`src/rtl/cpu_ctrl_pkg.sv`:
```
// Shared constants for the hardwired control sequencer: opcodes, step states,
// opcode classes, the strobe bundle and the last-execute-step lookup.
package cpu_ctrl_pkg;

    localparam logic [4:0] OP_LD   = 5'b00000;
    localparam logic [4:0] OP_LDI  = 5'b00001;
    localparam logic [4:0] OP_ST   = 5'b00010;
    localparam logic [4:0] OP_ADD  = 5'b00011;
    localparam logic [4:0] OP_SUB  = 5'b00100;
    localparam logic [4:0] OP_AND  = 5'b00101;
    localparam logic [4:0] OP_OR   = 5'b00110;
    localparam logic [4:0] OP_SHR  = 5'b00111;
    localparam logic [4:0] OP_SHL  = 5'b01000;
    localparam logic [4:0] OP_ROR  = 5'b01001;
    localparam logic [4:0] OP_ROL  = 5'b01010;
    localparam logic [4:0] OP_ADDI = 5'b01100;
    localparam logic [4:0] OP_ANDI = 5'b01101;
    localparam logic [4:0] OP_ORI  = 5'b01110;
    localparam logic [4:0] OP_MUL  = 5'b01111;
    localparam logic [4:0] OP_DIV  = 5'b10000;
    localparam logic [4:0] OP_NEG  = 5'b10001;
    localparam logic [4:0] OP_NOT  = 5'b10010;
    localparam logic [4:0] OP_BR   = 5'b10011;
    localparam logic [4:0] OP_JR   = 5'b10100;
    localparam logic [4:0] OP_IN   = 5'b10110;
    localparam logic [4:0] OP_OUT  = 5'b10111;
    localparam logic [4:0] OP_MFHI = 5'b11000;
    localparam logic [4:0] OP_MFLO = 5'b11001;
    localparam logic [4:0] OP_NOP  = 5'b11010;
    localparam logic [4:0] OP_HALT = 5'b11011;

    typedef enum logic [3:0] {
        ST_IDLE = 4'd0,
        ST_T0   = 4'd1,
        ST_T1   = 4'd2,
        ST_T2   = 4'd3,
        ST_T3   = 4'd4,
        ST_T4   = 4'd5,
        ST_T5   = 4'd6,
        ST_T6   = 4'd7,
        ST_T7   = 4'd8,
        ST_HALT = 4'd9
    } state_t;

    typedef enum logic [3:0] {
        CLS_ALU, CLS_IMM, CLS_LDI, CLS_LD, CLS_ST, CLS_MULDIV, CLS_NEGNOT,
        CLS_BR, CLS_JR, CLS_IN, CLS_OUT, CLS_MFHI, CLS_MFLO, CLS_HALT, CLS_NOP
    } op_class_t;

    typedef struct packed {
        logic pc_out, zhigh_out, zlow_out, mdr_out, hi_out, lo_out;
        logic inport_out, c_out, ba_out, r_out;
        logic mar_in, mdr_in, ir_in, pc_in, y_in, zlow_in, zhigh_in;
        logic hi_in, lo_in, con_in, outport_in, r_in;
        logic gra, grb, grc;
        logic inc_pc, read, ram_in;
        logic run;
    } strobes_t;

    function automatic op_class_t op_class(input logic [4:0] op);
        op_class_t cls;
        case (op)
            OP_ADD, OP_SUB, OP_AND, OP_OR,
            OP_SHR, OP_SHL, OP_ROR, OP_ROL: cls = CLS_ALU;
            OP_ADDI, OP_ANDI, OP_ORI:       cls = CLS_IMM;
            OP_LDI:                         cls = CLS_LDI;
            OP_LD:                          cls = CLS_LD;
            OP_ST:                          cls = CLS_ST;
            OP_MUL, OP_DIV:                 cls = CLS_MULDIV;
            OP_NEG, OP_NOT:                 cls = CLS_NEGNOT;
            OP_BR:                          cls = CLS_BR;
            OP_JR:                          cls = CLS_JR;
            OP_IN:                          cls = CLS_IN;
            OP_OUT:                         cls = CLS_OUT;
            OP_MFHI:                        cls = CLS_MFHI;
            OP_MFLO:                        cls = CLS_MFLO;
            OP_HALT:                        cls = CLS_HALT;
            default:                        cls = CLS_NOP;
        endcase
        return cls;
    endfunction

    function automatic state_t last_step(input logic [4:0] op);
        state_t st;
        case (op_class(op))
            CLS_ALU, CLS_IMM, CLS_LDI: st = ST_T5;
            CLS_LD, CLS_ST:            st = ST_T7;
            CLS_MULDIV, CLS_BR:        st = ST_T6;
            CLS_NEGNOT:                st = ST_T4;
            default:                   st = ST_T3;
        endcase
        return st;
    endfunction

endpackage

```
`src/rtl/ctrl_decode.sv`:
```
// Combinational strobe decode: present step, opcode and CON_FF to the full
// control strobe bundle. Every strobe not named for a step stays low.
module ctrl_decode
    import cpu_ctrl_pkg::*;
(
    input  state_t     state_i,
    input  logic [4:0] opcode_i,
    input  logic       con_ff_i,
    output strobes_t   strobes_o
);

    op_class_t cls;

    assign cls = op_class(opcode_i);

    always_comb begin
        strobes_o     = '0;
        strobes_o.run = (state_i != ST_IDLE) && (state_i != ST_HALT);
        case (state_i)
            ST_T0: begin
                strobes_o.pc_out  = 1'b1;
                strobes_o.mar_in  = 1'b1;
                strobes_o.inc_pc  = 1'b1;
                strobes_o.zlow_in = 1'b1;
            end
            ST_T1: begin
                strobes_o.zlow_out = 1'b1;
                strobes_o.pc_in    = 1'b1;
                strobes_o.read     = 1'b1;
                strobes_o.mdr_in   = 1'b1;
            end
            ST_T2: begin
                strobes_o.mdr_out = 1'b1;
                strobes_o.ir_in   = 1'b1;
            end
            ST_T3: begin
                case (cls)
                    CLS_ALU, CLS_IMM: begin
                        strobes_o.grb = 1'b1; strobes_o.r_out = 1'b1; strobes_o.y_in = 1'b1;
                    end
                    CLS_LDI, CLS_LD, CLS_ST: begin
                        strobes_o.grb = 1'b1; strobes_o.ba_out = 1'b1; strobes_o.y_in = 1'b1;
                    end
                    CLS_MULDIV: begin
                        strobes_o.gra = 1'b1; strobes_o.r_out = 1'b1; strobes_o.y_in = 1'b1;
                    end
                    CLS_NEGNOT: begin
                        strobes_o.grb = 1'b1; strobes_o.r_out = 1'b1; strobes_o.zlow_in = 1'b1;
                    end
                    CLS_BR: begin
                        strobes_o.gra = 1'b1; strobes_o.r_out = 1'b1; strobes_o.con_in = 1'b1;
                    end
                    CLS_JR: begin
                        strobes_o.gra = 1'b1; strobes_o.r_out = 1'b1; strobes_o.pc_in = 1'b1;
                    end
                    CLS_IN: begin
                        strobes_o.inport_out = 1'b1; strobes_o.gra = 1'b1; strobes_o.r_in = 1'b1;
                    end
                    CLS_OUT: begin
                        strobes_o.gra = 1'b1; strobes_o.r_out = 1'b1; strobes_o.outport_in = 1'b1;
                    end
                    CLS_MFHI: begin
                        strobes_o.hi_out = 1'b1; strobes_o.gra = 1'b1; strobes_o.r_in = 1'b1;
                    end
                    CLS_MFLO: begin
                        strobes_o.lo_out = 1'b1; strobes_o.gra = 1'b1; strobes_o.r_in = 1'b1;
                    end
                    default: ;
                endcase
            end
            ST_T4: begin
                case (cls)
                    CLS_ALU: begin
                        strobes_o.grc = 1'b1; strobes_o.r_out = 1'b1; strobes_o.zlow_in = 1'b1;
                    end
                    CLS_IMM, CLS_LDI, CLS_LD, CLS_ST: begin
                        strobes_o.c_out = 1'b1; strobes_o.zlow_in = 1'b1;
                    end
                    CLS_MULDIV: begin
                        strobes_o.grb = 1'b1; strobes_o.r_out = 1'b1;
                        strobes_o.zhigh_in = 1'b1; strobes_o.zlow_in = 1'b1;
                    end
                    CLS_NEGNOT: begin
                        strobes_o.zlow_out = 1'b1; strobes_o.gra = 1'b1; strobes_o.r_in = 1'b1;
                    end
                    CLS_BR: begin
                        strobes_o.pc_out = 1'b1; strobes_o.y_in = 1'b1;
                    end
                    default: ;
                endcase
            end
            ST_T5: begin
                case (cls)
                    CLS_ALU, CLS_IMM, CLS_LDI: begin
                        strobes_o.zlow_out = 1'b1; strobes_o.gra = 1'b1; strobes_o.r_in = 1'b1;
                    end
                    CLS_LD, CLS_ST: begin
                        strobes_o.zlow_out = 1'b1; strobes_o.mar_in = 1'b1;
                    end
                    CLS_MULDIV: begin
                        strobes_o.zlow_out = 1'b1; strobes_o.lo_in = 1'b1;
                    end
                    CLS_BR: begin
                        strobes_o.c_out = 1'b1; strobes_o.zlow_in = 1'b1;
                    end
                    default: ;
                endcase
            end
            ST_T6: begin
                case (cls)
                    CLS_LD: begin
                        strobes_o.read = 1'b1; strobes_o.mdr_in = 1'b1;
                    end
                    CLS_ST: begin
                        strobes_o.gra = 1'b1; strobes_o.r_out = 1'b1; strobes_o.mdr_in = 1'b1;
                    end
                    CLS_MULDIV: begin
                        strobes_o.zhigh_out = 1'b1; strobes_o.hi_in = 1'b1;
                    end
                    CLS_BR: begin
                        // Taken branch loads PC from Z during the same step.
                        strobes_o.zlow_out = 1'b1; strobes_o.pc_in = con_ff_i;
                    end
                    default: ;
                endcase
            end
            ST_T7: begin
                case (cls)
                    CLS_LD: begin
                        strobes_o.mdr_out = 1'b1; strobes_o.gra = 1'b1; strobes_o.r_in = 1'b1;
                    end
                    CLS_ST: strobes_o.ram_in = 1'b1;
                    default: ;
                endcase
            end
            default: ;
        endcase
    end

endmodule

```
`src/rtl/control_unit.sv`:
```
// Hardwired control sequencer: state register and step sequencing only.
// Optional CU_STOP_EN adds a Stop input that diverts to HALT after an instruction.
module control_unit
    import cpu_ctrl_pkg::*;
(
    input  logic       Clock,
    input  logic       Clear,
    input  logic [4:0] opcode,
    input  logic       CON_FF,
`ifdef CU_STOP_EN
    input  logic       Stop,
`endif
    output logic       PCout,
    output logic       ZHighout,
    output logic       ZLowout,
    output logic       MDRout,
    output logic       HIout,
    output logic       LOout,
    output logic       InPortOut,
    output logic       Cout,
    output logic       BAout,
    output logic       Rout,
    output logic       MARin,
    output logic       MDRin,
    output logic       IRin,
    output logic       PCin,
    output logic       Yin,
    output logic       ZLowIn,
    output logic       ZHighIn,
    output logic       HIin,
    output logic       LOin,
    output logic       CONin,
    output logic       OutPortIn,
    output logic       Rin,
    output logic       GRA,
    output logic       GRB,
    output logic       GRC,
    output logic       IncPC,
    output logic       Read,
    output logic       RAMin,
    output logic       Run,
    output logic [3:0] state_o
);

    state_t   state_q, state_d;
    strobes_t s;
    logic     stop_req;

`ifdef CU_STOP_EN
    assign stop_req = Stop;
`else
    assign stop_req = 1'b0;
`endif

    always_ff @(posedge Clock) begin
        if (Clear) state_q <= ST_IDLE;
        else       state_q <= state_d;
    end

    always_comb begin
        state_d = state_q;
        case (state_q)
            ST_IDLE: state_d = ST_T0;
            ST_T0:   state_d = ST_T1;
            ST_T1:   state_d = ST_T2;
            ST_T2:   state_d = ST_T3;
            ST_HALT: state_d = ST_HALT;
            default: begin
                if (state_q == last_step(opcode)) begin
                    if (opcode == OP_HALT || stop_req) state_d = ST_HALT;
                    else                              state_d = ST_T0;
                end else begin
                    state_d = state_t'(state_q + 4'd1);
                end
            end
        endcase
    end

    ctrl_decode u_decode (
        .state_i   (state_q),
        .opcode_i  (opcode),
        .con_ff_i  (CON_FF),
        .strobes_o (s)
    );

    assign state_o   = state_q;
    assign PCout     = s.pc_out;
    assign ZHighout  = s.zhigh_out;
    assign ZLowout   = s.zlow_out;
    assign MDRout    = s.mdr_out;
    assign HIout     = s.hi_out;
    assign LOout     = s.lo_out;
    assign InPortOut = s.inport_out;
    assign Cout      = s.c_out;
    assign BAout     = s.ba_out;
    assign Rout      = s.r_out;
    assign MARin     = s.mar_in;
    assign MDRin     = s.mdr_in;
    assign IRin      = s.ir_in;
    assign PCin      = s.pc_in;
    assign Yin       = s.y_in;
    assign ZLowIn    = s.zlow_in;
    assign ZHighIn   = s.zhigh_in;
    assign HIin      = s.hi_in;
    assign LOin      = s.lo_in;
    assign CONin     = s.con_in;
    assign OutPortIn = s.outport_in;
    assign Rin       = s.r_in;
    assign GRA       = s.gra;
    assign GRB       = s.grb;
    assign GRC       = s.grc;
    assign IncPC     = s.inc_pc;
    assign Read      = s.read;
    assign RAMin     = s.ram_in;
    assign Run       = s.run;

endmodule

```
`config.mk`:
```
export PLATFORM = sky130hd
export DESIGN_NAME = control_unit
export DESIGN_NICKNAME = d
export VERILOG_FILES = /design/src/rtl/cpu_ctrl_pkg.sv /design/src/rtl/ctrl_decode.sv /design/src/rtl/control_unit.sv
export SDC_FILE = /design/constraint.sdc
export NUM_CORES = 1
export LEC_CHECK = 0
export BUFFER_PORTS_ARGS = -buffer_cell sky130_fd_sc_hd__buf_2
export CAP_MARGIN = 25
export CORE_UTILIZATION = 35
export CTS_CLUSTER_DIAMETER = 100
export DETAILED_ROUTE_END_ITERATION = 10
export GPL_ROUTABILITY_DRIVEN = 0
export SLEW_MARGIN = 30
export SYNTH_ARGS = -nofsm -noshare
export SYNTH_HDL_FRONTEND = slang
export SYNTH_SLANG_ARGS = --single-unit
export TNS_END_PERCENT = 10
```
`constraint.sdc`:
```
create_clock -name Clock -period 3.3 [get_ports Clock]
set_input_delay 0.825 -clock Clock [delete_from_list [all_inputs] [get_ports Clock]]
set_output_delay 0.825 -clock Clock [all_outputs]
set_load 0.05 [all_outputs]
```
Word level (Yosys, flattened, before mapping)
Memory sizes are Yosys's and may differ from the RTL's.
Index checks and enable logic that the tools add are counted.
- bits in registers: 4
- bits in latches: 0
- memory bits (writable): 0
- memory bits (read-only): 288
- word-level logic and storage cells: 98
- memories kept: 3
- memories (memory ; depth ; bits a word ; read ports ; clocked after memory_dff ; write ports ; line ; source):
    (no name shown) ; 32 ; 4 ; 1 ; 0 ; 0 ; cpu_ctrl_pkg.sv:62 ; case (op)
    (no name shown) ; 32 ; 4 ; 1 ; 0 ; 0 ; cpu_ctrl_pkg.sv:62 ;
    (no name shown) ; 8 ; 4 ; 1 ; 0 ; 0 ; cpu_ctrl_pkg.sv:85 ; case (op_class(op))
- $add $sub $neg: 1
- multiply operators: 0
- div/mod/pow operators: 0
- $lt $le $gt $ge: 0
- eq/ne operators: 24
- shift operators: 0
- muxes and demuxes: 54
- bitwise logic cells: 0
- reductions and logical operators: 15
- operator list (kind ; number):
    $eq 4x3->1 const B ; 8
    $mux 1 ; 29
    $eq 4x4->1 const B ; 7
    $mux 4 ; 5
    $pmux 4 s5 ; 1
    $eq 4x2->1 const B ; 4
    $pmux 1 s2 ; 8
    $reduce_or 7->1 ; 2
    $pmux 1 s4 ; 3
    $reduce_or 6->1 ; 2
    $reduce_or 3->1 ; 3
    $eq 4x1->1 const B ; 2
    $logic_not 4->1 ; 2
    $mux 2 ; 4
    $pmux 1 s3 ; 2
    $eq 5x5->1 const B ; 1
    $pmux 1 s5 ; 1
    $reduce_or 5->1 ; 1
    $add 4x1->4 const B ; 1
    $eq 4x4->1 ; 1
    $ne 4x4->1 const B ; 1
    $reduce_bool 4->1 ; 1
    $reduce_or 2->1 ; 2
    $reduce_or 4->1 ; 1
    other kinds (2) ; 2

Logic depth before layout (Yosys ltp)
Gate-level depths: netlist of the first run.
An unclocked memory read counts as a cell.
- depth in word-level cells: 9
- mapped depth: 10

Modules after synthesis
From an unflattened synthesis of the first run, not the netlist that was laid out.
- cell total of the unflattened synthesis: 233
- area total of the unflattened synthesis: 1589.0 um^2
- modules (own cells, without submodules) (module ; times used ; cells each ; area each (um^2)):
    ctrl_decode ; 1 ; 130 ; 802.0
    control_unit ; 1 ; 103 ; 787.0

Worst setup path before layout of the first run
Ideal clock, no wire load.
- path kind: input to output
- start point: input opcode[0]
- end point: output ZLowIn
- arrival: 3.685 ns
- slack: -1.210 ns
- stages: 9
- buffers on the path: 1
- cells stage by stage: inv_1 ha_1 nand2_1 o211ai_1 and2_0 buf_2 nand2_1 o32ai_1 nand3b_1
- longest elaborated chain between the ends: 5
- elaborated cells on any way between the ends: 14
- classes of those cells: eq/ne (7); mux (4); reduce/logical (2); memory (1)
- RTL lines (element ; line ; source):
    from (decl) ; control_unit.sv:8 ; input logic [4:0] opcode,
    $mem_v2 32x4 (*) ; - ;
    $eq 4x1->1, or another cell as far along ; ctrl_decode.sv:72 ; case (cls)
    $reduce_or 6->1 (no source line) ; - ;
    $mux 1 ; ctrl_decode.sv:72 ;
    $pmux 1 s4 (*) ; ctrl_decode.sv:19 ; case (state_i)
    to (decl) ; control_unit.sv:28 ; output logic ZLowIn,
Every way passes the cells marked *; elsewhere a longest branch is shown, timed or not.

Worst setup path in the final report of the first run
Same ends and word-level chain as after synthesis.

==> results of run 1 <==
==> logic make-up after synthesis <==
logic type | synth area share
xor+xnor | 0.01591
compound gates | 0.3625
simple gates | 0.3602
mux | 0.009091
fa+ha+maj | 0.09091
buf+inv | 0.08863
flops | 0.07273
==> worst paths after layout <==
path                              endpoint  slack [ns]  depth (start not counted)
worst max register to register  state_o[3]        1.48                          6
worst max-delay path                ZLowIn       -0.08                         12
worst min register to register  state_o[0]        0.56                          1
worst min-delay path            state_o[0]        0.56                          1
==> layout by cell type (no fill, tap or decap), types with 3 or more instances in the layout <==
master	count
sky130_fd_sc_hd__nand2_1	17
sky130_fd_sc_hd__buf_6	20
sky130_fd_sc_hd__a31oi_1	4
sky130_fd_sc_hd__nor3_2	5
sky130_fd_sc_hd__inv_1	7
sky130_fd_sc_hd__nand4_1	4
sky130_fd_sc_hd__buf_2	14
sky130_fd_sc_hd__dfxtp_1	4
sky130_fd_sc_hd__nor2b_1	3
sky130_fd_sc_hd__clkbuf_4	6
sky130_fd_sc_hd__a21oi_1	4
sky130_fd_sc_hd__nor2_1	16
sky130_fd_sc_hd__o21ai_1	8
sky130_fd_sc_hd__ha_1	6
sky130_fd_sc_hd__a21oi_2	3
sky130_fd_sc_hd__o211ai_1	9
sky130_fd_sc_hd__nor2_2	6
sky130_fd_sc_hd__buf_4	60
sky130_fd_sc_hd__nand2b_1	3
sky130_fd_sc_hd__o22ai_1	4
sky130_fd_sc_hd__nand2_2	3
sky130_fd_sc_hd__and2_1	3
==> power groups by stage <==
stage | combinational, mW | sequential, mW | clock (mW)
floorplan | 0.530 | 0.133 | 0
global route | 0.955 | 0.0923 | 0.0626
CTS | 0.855 | 0.0893 | 0.0597
finish | 0.905 | 0.0899 | 0.0564
global placement | 0.775 | 0.0891 | 0
detailed placement | 0.784 | 0.0902 | 0
==> timing repair <==
| item | CTS | global route |
|---|---|---|
| setup endpoints to repair | 26 | 25 |
| hold endpoints to repair | 0 | 0 |
| pin swaps | 20 | 6 |
| setup buffers | 4 | 1 |
| resized for setup | 59 | 39 |
==> layout make-up <==
class	count	area [um2]	area share
clock buffers	3	22.52	0.01033
inverters	10	57.56	0.02639
multi-input cells	147	1160	0.5318
flip-flops and latches	4	80.08	0.03672
well taps	42	52.55	0.02410
repair buffers	99	808.3	0.3706
==> metrics by stage <==
step / setup WS (ns) / area, um2 / std cells / hold WS [ns] / power [mW]
finish: -0.08457 / 2181 / 305 / 0.5561 / 1.052
global route: -0.1517 / 2181 / 305 / 0.5937 / 1.110
CTS: -0.07909 / 2071 / 304 / 0.5639 / 1.004
detailed placement: -0.3424 / 1812 / 297 / 0.5535 / 0.8738
global placement: -0.2786 / 1812 / 297 / 0.5454 / 0.8637
floorplan: -0.3904 / 1234 / 171 / 0.7358 / 0.6629
==> cells in the mapped netlist, drive strengths merged (2+ instances only) <==
master,number
nor2,23
nand2,20
o21ai,12
o211ai,11
inv,10
a21oi,8
ha,8
buf,7
nor3,7
and2,5
o22ai,5
a31oi,4
dfxtp,4
nand2b,4
nand3,4
nand4,4
clkbuf,3
nor2b,3
a211o,2
a21boi,2
a21o,2
nand3b,2
nor4,2
o32ai,2
or2,2
xnor2,2
==> routing by layer <==
metal,global-route usage,vias up,part of all wire
li1,-,822,-
met1,0.3374,790,0.43
met2,0.5123,52,0.53
met3,0.01563,8,0.025
met4,0.08163,0,0.018
met5,0,-,0
==> critical path, cell delays in order <==
cell and delay [ns]:
sky130_fd_sc_hd__buf_12 0.10, sky130_fd_sc_hd__inv_12 0.03, sky130_fd_sc_hd__ha_4 0.25, sky130_fd_sc_hd__inv_2 0.03, sky130_fd_sc_hd__a221o_1 0.36, sky130_fd_sc_hd__nand2_2 0.11
sky130_fd_sc_hd__buf_4 0.13, sky130_fd_sc_hd__nand2_2 0.07, sky130_fd_sc_hd__a21oi_2 0.20, sky130_fd_sc_hd__o32ai_4 0.11, sky130_fd_sc_hd__nand3b_1 0.18, sky130_fd_sc_hd__buf_6 0.17
==> flow_results.xml, run 1 <==
<?xml version="1.0" encoding="UTF-8"?>
<metrics>
  <group name="worst_setup_path">
    <metric name="arrival" unit="ns">2.56</metric>
    <metric name="timing.critical_path.from_type" unit="">input pin</metric>
    <metric name="timing.setup.critical_path_class" unit="">input pin to output port</metric>
    <metric name="crit_path_max_fanout" unit="">3</metric>
    <metric name="type_of_element_capturing_the_critical_path" unit="">output port</metric>
    <metric name="source_of_the_critical_timing_path" unit="">opcode[0]</metric>
    <metric name="required" unit="ns">2.47</metric>
    <metric name="reg2reg_from" unit="">state_o[3]</metric>
  </group>
  <group name="status">
    <metric name="outcome" unit="">finished with violations</metric>
    <metric name="violations" unit="">setup timing</metric>
  </group>
  <group name="finish">
    <metric name="drive_above_1_share" unit="">0.5627</metric>
    <metric name="area.growth.synth_to_final" unit="%">98.07</metric>
    <metric name="finish.utilization" unit="">0.7582</metric>
    <metric name="largest_register_ffs" unit="">4</metric>
    <metric name="num-fill-cells" unit="">226</metric>
    <metric name="final_net_count" unit="">281</metric>
    <metric name="antenna_cells_inserted" unit="">0</metric>
  </group>
  <group name="routing">
    <metric name="total_number_of_vias" unit="">1672</metric>
    <metric name="pre_repair_dr_iteration_count" unit="">4</metric>
    <metric name="postRouteAntennaNets" unit="">0</metric>
    <metric name="drt-total-wl" unit="um">4499</metric>
    <metric name="drcViolationCount" unit="">0</metric>
    <metric name="drt-initial-drc-count" unit="">95</metric>
    <metric name="wl_per_cell" unit="um">14.75</metric>
    <metric name="avgViaCountPerCell" unit="">5.482</metric>
  </group>
  <group name="synth">
    <metric name="synthesis.instances" unit="">171</metric>
    <metric name="synth.top_cells.by_area" unit="">sky130_fd_sc_hd__ha_1, sky130_fd_sc_hd__nor2_1, sky130_fd_sc_hd__dfxtp_1</metric>
    <metric name="synth_largest_area_cell" unit="">sky130_fd_sc_hd__ha_1</metric>
    <metric name="post-synth-top-area-fraction" unit="">0.09091</metric>
    <metric name="number_of_flops_mapped_to_enable_cells_by_yosys" unit="">0</metric>
    <metric name="synth.lib_cells_used.distinct" unit="">46</metric>
    <metric name="syn_nets" unit="">187</metric>
    <metric name="fraction_of_synthesis_flops_using_an_asynchronous_set_or_reset_pin" unit="">0</metric>
    <metric name="synth-seq-cells" unit="">4</metric>
    <metric name="synth_area" unit="um2">1101</metric>
    <metric name="synth.avg_cell_area" unit="um2">6.439</metric>
    <metric name="yosys_most_used_dff" unit="">sky130_fd_sc_hd__dfxtp_1</metric>
    <metric name="seq_area_frac_synth" unit="">0.07273</metric>
    <metric name="synth.yosys.warnings" unit="">0</metric>
  </group>
  <group name="timing">
    <metric name="fin_ws" unit="ns">-0.08457</metric>
    <metric name="final-setup-viol-count" unit="">3</metric>
    <metric name="maxClockFrequency" unit="MHz">295.5</metric>
    <metric name="slew_violations" unit="">0</metric>
    <metric name="timing.max_slew.rel_slack" unit="">0.6782</metric>
    <metric name="final-hold-violation-count" unit="">0</metric>
    <metric name="grt_setup_unrepaired" unit="">true</metric>
    <metric name="worst_slew_pin_slew" unit="ns">0.4828</metric>
    <metric name="period_share" unit="">1.026</metric>
    <metric name="finalCriticalPeriod" unit="ns">3.385</metric>
    <metric name="setup_tns" unit="ns">-0.2158</metric>
    <metric name="clock_skew" unit="ns">0.0001428</metric>
  </group>
  <group name="min_path">
    <metric name="worstHoldPathType" unit="">flip-flop to flip-flop</metric>
    <metric name="timing.hold.worst.start" unit="">state_o[0]</metric>
  </group>
  <group name="clocking">
    <metric name="cts_htree_levels" unit="">1</metric>
    <metric name="max-clock-path-buffers" unit="">2</metric>
    <metric name="sinks_on_clock_net" unit="">4</metric>
    <metric name="clock-root-buffer" unit="">sky130_fd_sc_hd__clkbuf_4</metric>
    <metric name="numCtsBuffers" unit="">3</metric>
    <metric name="cts_tree" unit="">done</metric>
    <metric name="cts.hold.buffers_added" unit="">0</metric>
    <metric name="clk_latency" unit="ns">0.22</metric>
    <metric name="cts.clk_slew.worst_paths" unit="ns">0.03</metric>
  </group>
  <group name="power_and_ir_drop">
    <metric name="power.static_leakage" unit="nW">0.9683</metric>
    <metric name="combPwrFrac" unit="">0.861</metric>
    <metric name="sw_power" unit="mW">0.6389</metric>
    <metric name="worst_ir_drop_vdd" unit="mV">0.5154</metric>
    <metric name="netSwitchingFraction" unit="">0.6074</metric>
    <metric name="clock_power_share" unit="">0.054</metric>
    <metric name="sequentialPowerShare" unit="">0.085</metric>
    <metric name="p_int" unit="mW">0.4129</metric>
    <metric name="power-per-cell-area" unit="nW/um2">482.3</metric>
  </group>
  <group name="global_routing">
    <metric name="maximum_number_of_pins_on_one_net_before_global_route_repair" unit="">13</metric>
    <metric name="global_route_wire_length_before_repair" unit="um">7258</metric>
    <metric name="global_route.overflow_total" unit="">0</metric>
    <metric name="antenna_found_initial" unit="">0</metric>
    <metric name="global_route.usage.total" unit="">0.2753</metric>
    <metric name="first_global_vias" unit="">1610</metric>
  </group>
  <group name="die">
    <metric name="boundaryPins" unit="">41</metric>
    <metric name="std_cell_rows" unit="">19</metric>
    <metric name="dieArea" unit="um2">3374</metric>
    <metric name="floorplan.die.height" unit="um">58.09</metric>
    <metric name="horizontal_die_dimension" unit="um">58.09</metric>
    <metric name="fp.coreArea" unit="um2">2877</metric>
    <metric name="initial_utilization" unit="">0.3828</metric>
  </group>
  <group name="flow_run">
    <metric name="cap_viol_max_count" unit="">0</metric>
  </group>
  <group name="placed_design">
    <metric name="hpwlAfterDp" unit="um">3432</metric>
    <metric name="port-buffer-count" unit="">40</metric>
  </group>
</metrics>
Power figures use the tool's default switching activity.
==> inputs of run 2 (changes only) <==
--- a/config.mk
+++ b/config.mk
@@ -5,6 +5,7 @@
 export SDC_FILE = /design/constraint.sdc
 export NUM_CORES = 1
 export LEC_CHECK = 0
+export ABC_CLOCK_PERIOD_IN_PS = 3300
 export BUFFER_PORTS_ARGS = -buffer_cell sky130_fd_sc_hd__buf_2
 export CAP_MARGIN = 25
 export CORE_UTILIZATION = 35
@@ -14,5 +15,6 @@
 export SLEW_MARGIN = 30
 export SYNTH_ARGS = -nofsm -noshare
 export SYNTH_HDL_FRONTEND = slang
+export SYNTH_HIERARCHICAL = 1
 export SYNTH_SLANG_ARGS = --single-unit
 export TNS_END_PERCENT = 10
==> run 2 against run 1 <==
The run still ends with setup timing left. Final area is 23% higher. Power is 26% higher. First-iteration DRC count is 32% higher. Hold slack better by 0.16 ns. Non-clock buffer count is 2 lower. Critical path depth is 2 lower. Worst setup slack worse by 0.029 ns. Die area is 43% higher. Synthesized cell count is 36% higher. Largest cell class unchanged. Highest routed layer unchanged.
==> flow_results.xml, run 2 <==
<?xml version="1.0" encoding="UTF-8"?>
<metrics>
  <group name="power_and_ir_drop">
    <metric name="combPwrFrac" unit="">0.836</metric>
    <metric name="power.static_leakage" unit="nW">1.172</metric>
    <metric name="power-per-cell-area" unit="nW/um2">495.8</metric>
    <metric name="sequentialPowerShare" unit="">0.086</metric>
    <metric name="worst_ir_drop_vdd" unit="mV">0.2274</metric>
    <metric name="netSwitchingFraction" unit="">0.5888</metric>
    <metric name="clock_power_share" unit="">0.078</metric>
    <metric name="sw_power" unit="mW">0.7816</metric>
    <metric name="p_int" unit="mW">0.5459</metric>
    <metric name="total_power" unit="mW">1.328</metric>
  </group>
  <group name="timing">
    <metric name="slew_violations" unit="">0</metric>
    <metric name="finalCriticalPeriod" unit="ns">3.414</metric>
    <metric name="clock_skew" unit="ns">0.0005075</metric>
    <metric name="grt_setup_unrepaired" unit="">true</metric>
    <metric name="period_share" unit="">1.034</metric>
    <metric name="worst_slew_pin_slew" unit="ns">0.5104</metric>
    <metric name="final-hold-violation-count" unit="">0</metric>
    <metric name="final-setup-viol-count" unit="">16</metric>
    <metric name="timing.max_slew.rel_slack" unit="">0.6593</metric>
    <metric name="fin_ws" unit="ns">-0.1136</metric>
    <metric name="maxClockFrequency" unit="MHz">292.9</metric>
  </group>
  <group name="routing">
    <metric name="avgViaCountPerCell" unit="">5.487</metric>
    <metric name="drt-initial-drc-count" unit="">125</metric>
    <metric name="postRouteAntennaNets" unit="">0</metric>
    <metric name="drcViolationCount" unit="">0</metric>
    <metric name="drt-total-wl" unit="um">5033</metric>
    <metric name="wl_per_cell" unit="um">13.53</metric>
    <metric name="pre_repair_dr_iteration_count" unit="">4</metric>
    <metric name="total_number_of_vias" unit="">2041</metric>
  </group>
  <group name="placed_design">
    <metric name="port-buffer-count" unit="">40</metric>
    <metric name="dp.cells" unit="">365</metric>
    <metric name="hpwlAfterDp" unit="um">3497</metric>
  </group>
  <group name="clocking">
    <metric name="max-clock-path-buffers" unit="">2</metric>
    <metric name="cts_htree_levels" unit="">1</metric>
    <metric name="numCtsBuffers" unit="">3</metric>
    <metric name="cts_tree" unit="">done</metric>
    <metric name="clock-root-buffer" unit="">sky130_fd_sc_hd__clkbuf_8</metric>
    <metric name="sinks_on_clock_net" unit="">4</metric>
    <metric name="cts.hold.buffers_added" unit="">0</metric>
    <metric name="clk_latency" unit="ns">0.22</metric>
    <metric name="cts.clk_slew.worst_paths" unit="ns">0.03</metric>
  </group>
  <group name="synth">
    <metric name="synth.avg_cell_area" unit="um2">6.820</metric>
    <metric name="number_of_flops_mapped_to_enable_cells_by_yosys" unit="">0</metric>
    <metric name="fraction_of_synthesis_flops_using_an_asynchronous_set_or_reset_pin" unit="">0</metric>
    <metric name="synth.lib_cells_used.distinct" unit="">66</metric>
    <metric name="synth.yosys.warnings" unit="">6</metric>
    <metric name="post-synth-top-area-fraction" unit="">0.1339</metric>
    <metric name="seq_area_frac_synth" unit="">0.05039</metric>
    <metric name="synth.top_cells.by_area" unit="">sky130_fd_sc_hd__ha_1, sky130_fd_sc_hd__nor2_1, sky130_fd_sc_hd__dfxtp_1</metric>
    <metric name="synth-seq-cells" unit="">4</metric>
    <metric name="synthTopCellsByCount" unit="">sky130_fd_sc_hd__nor2_1, sky130_fd_sc_hd__nand2_1, sky130_fd_sc_hd__ha_1, sky130_fd_sc_hd__inv_1, sky130_fd_sc_hd__o21ai_0</metric>
    <metric name="synth_largest_area_cell" unit="">sky130_fd_sc_hd__ha_1</metric>
    <metric name="yosys_most_used_dff" unit="">sky130_fd_sc_hd__dfxtp_1</metric>
    <metric name="synthesis.instances" unit="">233</metric>
    <metric name="most_numerous_cell_in_the_yosys_netlist" unit="">sky130_fd_sc_hd__nor2_1</metric>
    <metric name="synth_area" unit="um2">1589</metric>
    <metric name="syn_nets" unit="">258</metric>
  </group>
  <group name="die">
    <metric name="horizontal_die_dimension" unit="um">69.38</metric>
    <metric name="floorplan.die.height" unit="um">69.38</metric>
    <metric name="boundaryPins" unit="">41</metric>
    <metric name="dieArea" unit="um2">4814</metric>
    <metric name="fp.coreArea" unit="um2">4354</metric>
    <metric name="initial_utilization" unit="">0.3649</metric>
    <metric name="std_cell_rows" unit="">24</metric>
  </group>
  <group name="finish">
    <metric name="drive_above_1_share" unit="">0.4813</metric>
    <metric name="most_common_library_cell_in_the_layout_ignoring_fill_and_taps" unit="">sky130_fd_sc_hd__buf_4</metric>
    <metric name="area.growth.synth_to_final" unit="%">68.50</metric>
    <metric name="num-fill-cells" unit="">382</metric>
    <metric name="layoutNonFillerInstCount" unit="">372</metric>
    <metric name="largest_register_ffs" unit="">4</metric>
    <metric name="layout.cells.most_common_list" unit="">sky130_fd_sc_hd__buf_4, sky130_fd_sc_hd__nor2_1, sky130_fd_sc_hd__buf_6, sky130_fd_sc_hd__nand2_1, sky130_fd_sc_hd__ha_1</metric>
    <metric name="final_net_count" unit="">347</metric>
    <metric name="antenna_cells_inserted" unit="">0</metric>
  </group>
  <group name="global_routing">
    <metric name="antenna_found_initial" unit="">0</metric>
    <metric name="first_global_vias" unit="">1802</metric>
    <metric name="global_route.usage.total" unit="">0.1941</metric>
    <metric name="global_route.overflow_total" unit="">0</metric>
    <metric name="global_route_wire_length_before_repair" unit="um">8142</metric>
    <metric name="maximum_number_of_pins_on_one_net_before_global_route_repair" unit="">18</metric>
  </group>
  <group name="status">
    <metric name="violations" unit="">setup timing</metric>
    <metric name="outcome" unit="">finished with violations</metric>
  </group>
  <group name="worst_setup_path">
    <metric name="timing.setup.critical_path_class" unit="">input pin to output port</metric>
    <metric name="crit_path_max_fanout" unit="">6</metric>
    <metric name="critPathMaxStageDelay" unit="ns">0.27</metric>
    <metric name="timing.critical_path.slowest_stage_cell" unit="">sky130_fd_sc_hd__a21o_4</metric>
    <metric name="path_common_cell" unit="">sky130_fd_sc_hd__buf_4</metric>
    <metric name="timing.critical_path.from_type" unit="">input pin</metric>
    <metric name="required" unit="ns">2.47</metric>
    <metric name="arrival" unit="ns">2.59</metric>
    <metric name="type_of_element_capturing_the_critical_path" unit="">output port</metric>
    <metric name="critical_path.cell_chain" unit="">buf_12 -&gt; buf_4 -&gt; mux2i_1 -&gt; o31ai_4 -&gt; a21o_4 -&gt; buf_4 -&gt; nor2_1 -&gt; a22oi_2 -&gt; o22ai_1 -&gt; buf_4</metric>
    <metric name="timing.critical_path.max_delay_family" unit="">compound AO/OA/AOI/OAI gates</metric>
    <metric name="crit_buf_inv" unit="">4</metric>
  </group>
  <group name="min_path">
    <metric name="worstHoldPathType" unit="">flip-flop to flip-flop</metric>
  </group>
  <group name="flow_run">
    <metric name="cap_viol_max_count" unit="">0</metric>
  </group>
</metrics>
-- run 2: cell types whose count changed after synthesis, sizes merged, moves of 4 or more --
cell | before | now
and3b | 0 | 4
ha | 8 | 17
nor2 | 23 | 35
nor2b | 3 | 9
inv | 10 | 15
o211ai | 11 | 5
-- run 2: worst reg2reg max path, delay by kind of cell, from the launching register on --
family	cells	cell delay [ns]
DFF	1	0.63
buffers and inverters	2	0.35
AOI/OAI and AO/OA	2	0.37
and+or+nand+nor	2	0.74
-- run 2: layer usage --
metal | GRT usage | routed length, um | vias to the layer above
met5 | 0 | 0 | -
met4 | 0.03401 | 45 | 0
met1 | 0.2814 | 2403 | 935
met3 | 0.007267 | 210 | 6
li1 | - | - | 1028
met2 | 0.3215 | 2373 | 72
-- run 2: kinds of logic after synthesis --
family                     Yosys count  synth area share
AOI/OAI and AO/OA                   63            0.3008
xor gates and xnor gates             2           0.01103
adders and majority gates           17            0.1339
buffers and inverters               28           0.08346
DFF                                  4           0.05040
muxes                                3           0.01890
and+or+nand+nor                    116            0.4016
-- run 2: timing repair --
item | in CTS | in global routing
gates resized for setup | 50 | 58
pin swaps | 11 | 17
cloned | 0 | 0
endpoints found under the hold margin | 0 | 0
setup buffers | 1 | 3
setup endpoints to repair | 26 | 26
-- run 2: worst paths after layout --
path | slack, ns | to | cells past startpoint | from
worst min register to register | 0.72 | state_o[1] | 3 | state_o[3]
worst min-delay path | 0.72 | state_o[1] | 3 | state_o[3]
worst max-delay path | -0.11 | Cout | 10 | opcode[0]
worst max register to register | 1.17 | state_o[3] | 6 | state_o[1]
-- run 2: final cells by class --
cell class	instances	area [um2]	area share
well taps	52	65.06	0.02430
inverters	15	61.31	0.02290
clock buffers	3	41.29	0.01542
multi-input cells	201	1630	0.6089
flip-flops and latches	4	80.08	0.02991
repair buffers	97	799.5	0.2986
-- run 2: power groups by stage --
stage               Sequential, mW  Clock [mW]  Combinational (mW)
CTS                          0.113       0.106                1.04
finish                       0.115       0.103                1.11
global placement             0.113           0               0.965
floorplan                    0.155           0               0.660
global route                 0.120       0.110                1.19
detailed placement           0.114           0               0.970
-- run 2: metrics by stage --
step                utilization  hold slack (ns)  TNS, ns  instance area (um2)  setup WS, ns
finish                   0.6149           0.7197  -0.8872                 2678       -0.1136
global route             0.6149           0.7857   -2.773                 2678       -0.2210
CTS                      0.5621           0.7184  -0.8017                 2447       -0.1302
detailed placement       0.5069           0.7268   -4.467                 2207       -0.2879
global placement         0.5069           0.7286   -4.085                 2207       -0.2756
floorplan                     -           0.8941   -3.111                 1620       -0.4011
==> inputs of run 3 (changes only) <==
--- a/config.mk
+++ b/config.mk
@@ -6,11 +6,11 @@
 export NUM_CORES = 1
 export LEC_CHECK = 0
 export ABC_CLOCK_PERIOD_IN_PS = 3300
-export BUFFER_PORTS_ARGS = -buffer_cell sky130_fd_sc_hd__buf_2
 export CAP_MARGIN = 25
 export CORE_UTILIZATION = 35
 export CTS_CLUSTER_DIAMETER = 100
 export DETAILED_ROUTE_END_ITERATION = 10
+export DONT_BUFFER_PORTS = 1
 export GPL_ROUTABILITY_DRIVEN = 0
 export SLEW_MARGIN = 30
 export SYNTH_ARGS = -nofsm -noshare
==> run 3 against run 2 <==
The run now ends clean. Power fell by 9.5%. Sequential share of layout area grew 0.57 points. Register-to-register slack improved by 0.06 ns. Non-clock buffer count shrank 45. Fmax grew 4.4%. Global-route usage down 0.63 points. Critical path type unchanged. Critical endpoint is now MDRout. Largest cell class unchanged.
==> flow_results.xml, run 3 (synthesized netlist as in run 2, its figures left out) <==
<?xml version="1.0" encoding="UTF-8"?>
<metrics>
  <group name="placed_design">
    <metric name="port-buffer-count" unit="">0</metric>
    <metric name="post_dp_cell_area" unit="um2">2007</metric>
    <metric name="place_ws" unit="ns">-0.08749</metric>
    <metric name="hpwlAfterDp" unit="um">3430</metric>
    <metric name="dp.cells" unit="">320</metric>
  </group>
  <group name="timing">
    <metric name="fin_ws" unit="ns">0.03057</metric>
    <metric name="maxClockFrequency" unit="MHz">305.9</metric>
    <metric name="final-setup-viol-count" unit="">0</metric>
    <metric name="timing.max_slew.rel_slack" unit="">0.5874</metric>
    <metric name="finalCriticalPeriod" unit="ns">3.269</metric>
    <metric name="period_share" unit="">0.9907</metric>
    <metric name="grt_setup_unrepaired" unit="">true</metric>
    <metric name="clock_skew" unit="ns">0.002755</metric>
    <metric name="final-hold-violation-count" unit="">0</metric>
    <metric name="holdWs" unit="ns">0.6874</metric>
    <metric name="setup_tns" unit="ns">0</metric>
    <metric name="worst_slew_pin_slew" unit="ns">0.6177</metric>
    <metric name="slew_violations" unit="">0</metric>
  </group>
  <group name="worst_setup_path">
    <metric name="type_of_element_capturing_the_critical_path" unit="">output port</metric>
    <metric name="number_of_cells_on_the_critical_path" unit="">10</metric>
    <metric name="required" unit="ns">2.47</metric>
    <metric name="reg2reg_depth" unit="">6</metric>
    <metric name="timing.critical_path.from_type" unit="">input pin</metric>
    <metric name="arrival" unit="ns">2.44</metric>
    <metric name="reg2reg_setup_slack" unit="ns">1.23</metric>
    <metric name="r2r-end" unit="">state_o[3]</metric>
    <metric name="crit_buf_inv" unit="">3</metric>
    <metric name="cp-endpoint" unit="">MDRout</metric>
    <metric name="timing.setup.critical_path_class" unit="">input pin to output port</metric>
    <metric name="critPathMaxStageDelay" unit="ns">0.32</metric>
    <metric name="crit_path_max_fanout" unit="">11</metric>
    <metric name="timing.critical_path.slowest_stage_cell" unit="">sky130_fd_sc_hd__and4bb_2</metric>
    <metric name="source_of_the_critical_timing_path" unit="">opcode[1]</metric>
    <metric name="critical_path.cell_chain" unit="">inv_2 -&gt; ha_2 -&gt; and4bb_2 -&gt; a211oi_2 -&gt; or2_4 -&gt; buf_6 -&gt; nor3_4 -&gt; a32oi_1 -&gt; nor2_1 -&gt; buf_6</metric>
    <metric name="timing.critical_path.max_delay_family" unit="">simple AND/OR/NAND/NOR gates</metric>
    <metric name="reg2reg_from" unit="">state_o[1]</metric>
    <metric name="path_common_cell" unit="">sky130_fd_sc_hd__buf_6</metric>
  </group>
  <group name="global_routing">
    <metric name="global_route.usage.total" unit="">0.1878</metric>
    <metric name="first_global_vias" unit="">1641</metric>
    <metric name="global_route.overflow_total" unit="">0</metric>
    <metric name="global_route_wire_length_before_repair" unit="um">7714</metric>
    <metric name="maximum_number_of_pins_on_one_net_before_global_route_repair" unit="">30</metric>
    <metric name="antenna_found_initial" unit="">0</metric>
  </group>
  <group name="clocking">
    <metric name="cts.clk_slew.worst_paths" unit="ns">0.03</metric>
    <metric name="clk_latency" unit="ns">0.21</metric>
    <metric name="clock-root-buffer" unit="">sky130_fd_sc_hd__clkbuf_8</metric>
    <metric name="cts.hold.buffers_added" unit="">0</metric>
    <metric name="cts_tree" unit="">done</metric>
    <metric name="cts_htree_levels" unit="">1</metric>
    <metric name="sinks_on_clock_net" unit="">4</metric>
    <metric name="numCtsBuffers" unit="">3</metric>
    <metric name="max-clock-path-buffers" unit="">2</metric>
  </group>
  <group name="routing">
    <metric name="highest_layer" unit="">met4</metric>
    <metric name="drt-total-wl" unit="um">4694</metric>
    <metric name="postRouteAntennaNets" unit="">0</metric>
    <metric name="pre_repair_dr_iteration_count" unit="">4</metric>
    <metric name="wl_per_cell" unit="um">14.31</metric>
    <metric name="metal2_wl" unit="um">2175</metric>
    <metric name="drt-initial-drc-count" unit="">152</metric>
    <metric name="drcViolationCount" unit="">0</metric>
    <metric name="routed-wl-met3" unit="um">238</metric>
    <metric name="avgViaCountPerCell" unit="">5.732</metric>
    <metric name="wl_met1" unit="um">2267</metric>
    <metric name="total_number_of_vias" unit="">1880</metric>
  </group>
  <group name="power_and_ir_drop">
    <metric name="clock_power_share" unit="">0.082</metric>
    <metric name="combPwrFrac" unit="">0.843</metric>
    <metric name="power-per-cell-area" unit="nW/um2">534.1</metric>
    <metric name="netSwitchingFraction" unit="">0.6105</metric>
    <metric name="worst_ir_drop_vdd" unit="mV">0.2322</metric>
    <metric name="sw_power" unit="mW">0.7331</metric>
    <metric name="sequentialPowerShare" unit="">0.075</metric>
    <metric name="power.static_leakage" unit="nW">0.9439</metric>
    <metric name="p_int" unit="mW">0.4677</metric>
  </group>
  <group name="die">
    <metric name="std_cell_rows" unit="">24</metric>
    <metric name="horizontal_die_dimension" unit="um">69.38</metric>
    <metric name="floorplan.die.height" unit="um">69.38</metric>
    <metric name="dieArea" unit="um2">4814</metric>
    <metric name="boundaryPins" unit="">41</metric>
    <metric name="initial_utilization" unit="">0.3649</metric>
    <metric name="fp.coreArea" unit="um2">4354</metric>
  </group>
  <group name="finish">
    <metric name="layout.cell_area.non_filler" unit="um2">2248</metric>
    <metric name="layoutNonFillerInstCount" unit="">328</metric>
    <metric name="area.growth.synth_to_final" unit="%">41.50</metric>
    <metric name="antenna_cells_inserted" unit="">0</metric>
    <metric name="largest_register_ffs" unit="">4</metric>
    <metric name="layout.cells.most_common_list" unit="">sky130_fd_sc_hd__buf_4, sky130_fd_sc_hd__nor2_1, sky130_fd_sc_hd__nand2_1, sky130_fd_sc_hd__ha_1, sky130_fd_sc_hd__inv_1</metric>
    <metric name="final_net_count" unit="">303</metric>
    <metric name="most_common_library_cell_in_the_layout_ignoring_fill_and_taps" unit="">sky130_fd_sc_hd__buf_4</metric>
    <metric name="drive_above_1_share" unit="">0.3551</metric>
  </group>
  <group name="flow_run">
    <metric name="cap_viol_max_count" unit="">0</metric>
  </group>
  <group name="min_path">
    <metric name="worstHoldPathType" unit="">input pin to flip-flop</metric>
    <metric name="timing.hold.worst.start" unit="">Clear</metric>
  </group>
  <group name="status">
    <metric name="outcome" unit="">finished clean</metric>
  </group>
</metrics>
==> run 3: changes by cell type in the layout (fill, tap and decap cells not counted), sizes merged <==
cell,change
buf,-39
clkbuf,-6
nor2,+1
==> run 3: worst min path at each step <==
stage / endpoint / slack [ns] / depth (start not counted)
final: state_o[1] / 0.69 / 1
after floorplan: state_o[1] / 0.89 / 1
after global routing: state_o[1] / 0.68 / 1
after CTS: state_o[1] / 0.68 / 1
after global placement: state_o[1] / 0.68 / 3
after detailed placement: state_o[1] / 0.70 / 3
==> run 3: layout make-up <==
cell class	instances	area (um2)
clock buffers	3	41.29
fillers	419	2106
inverters	15	72.57
multi-input cells	202	1546
flip-flops and latches	4	80.08
well taps	52	65.06
repair buffers	52	442.9
==> run 3: power by group through the flow <==
stage          combinational, mW  clock (mW)  sequential (mW)
2_1_floorplan              0.660           0            0.155
3_3_place_gp               0.954           0           0.0886
3_5_place_dp               0.963           0           0.0892
4_1_cts                    0.978       0.101           0.0895
5_1_grt                     1.07       0.105           0.0935
6_report                    1.01      0.0989           0.0898
==> run 3: what timing repair did <==
item | CTS | global route
gates cloned | 0 | 1
resized for setup | 22 | 16
pin swaps | 14 | 12
setup endpoints to repair | 10 | 19
setup buffers | 1 | 3
==> run 3: layer usage <==
layer,up-vias,global-route usage
li1,947,-
met1,881,0.2775
met2,50,0.2902
met3,2,0.03343
met4,0,0.02268
met5,-,0
==> run 3: metrics by stage <==
step | power [mW] | util
2_1_floorplan | 0.8152 | -
3_3_place_gp | 1.042 | 0.4609
3_5_place_dp | 1.052 | 0.4609
4_1_cts | 1.168 | 0.4885
5_1_grt | 1.273 | 0.5164
6_report | 1.201 | 0.5164
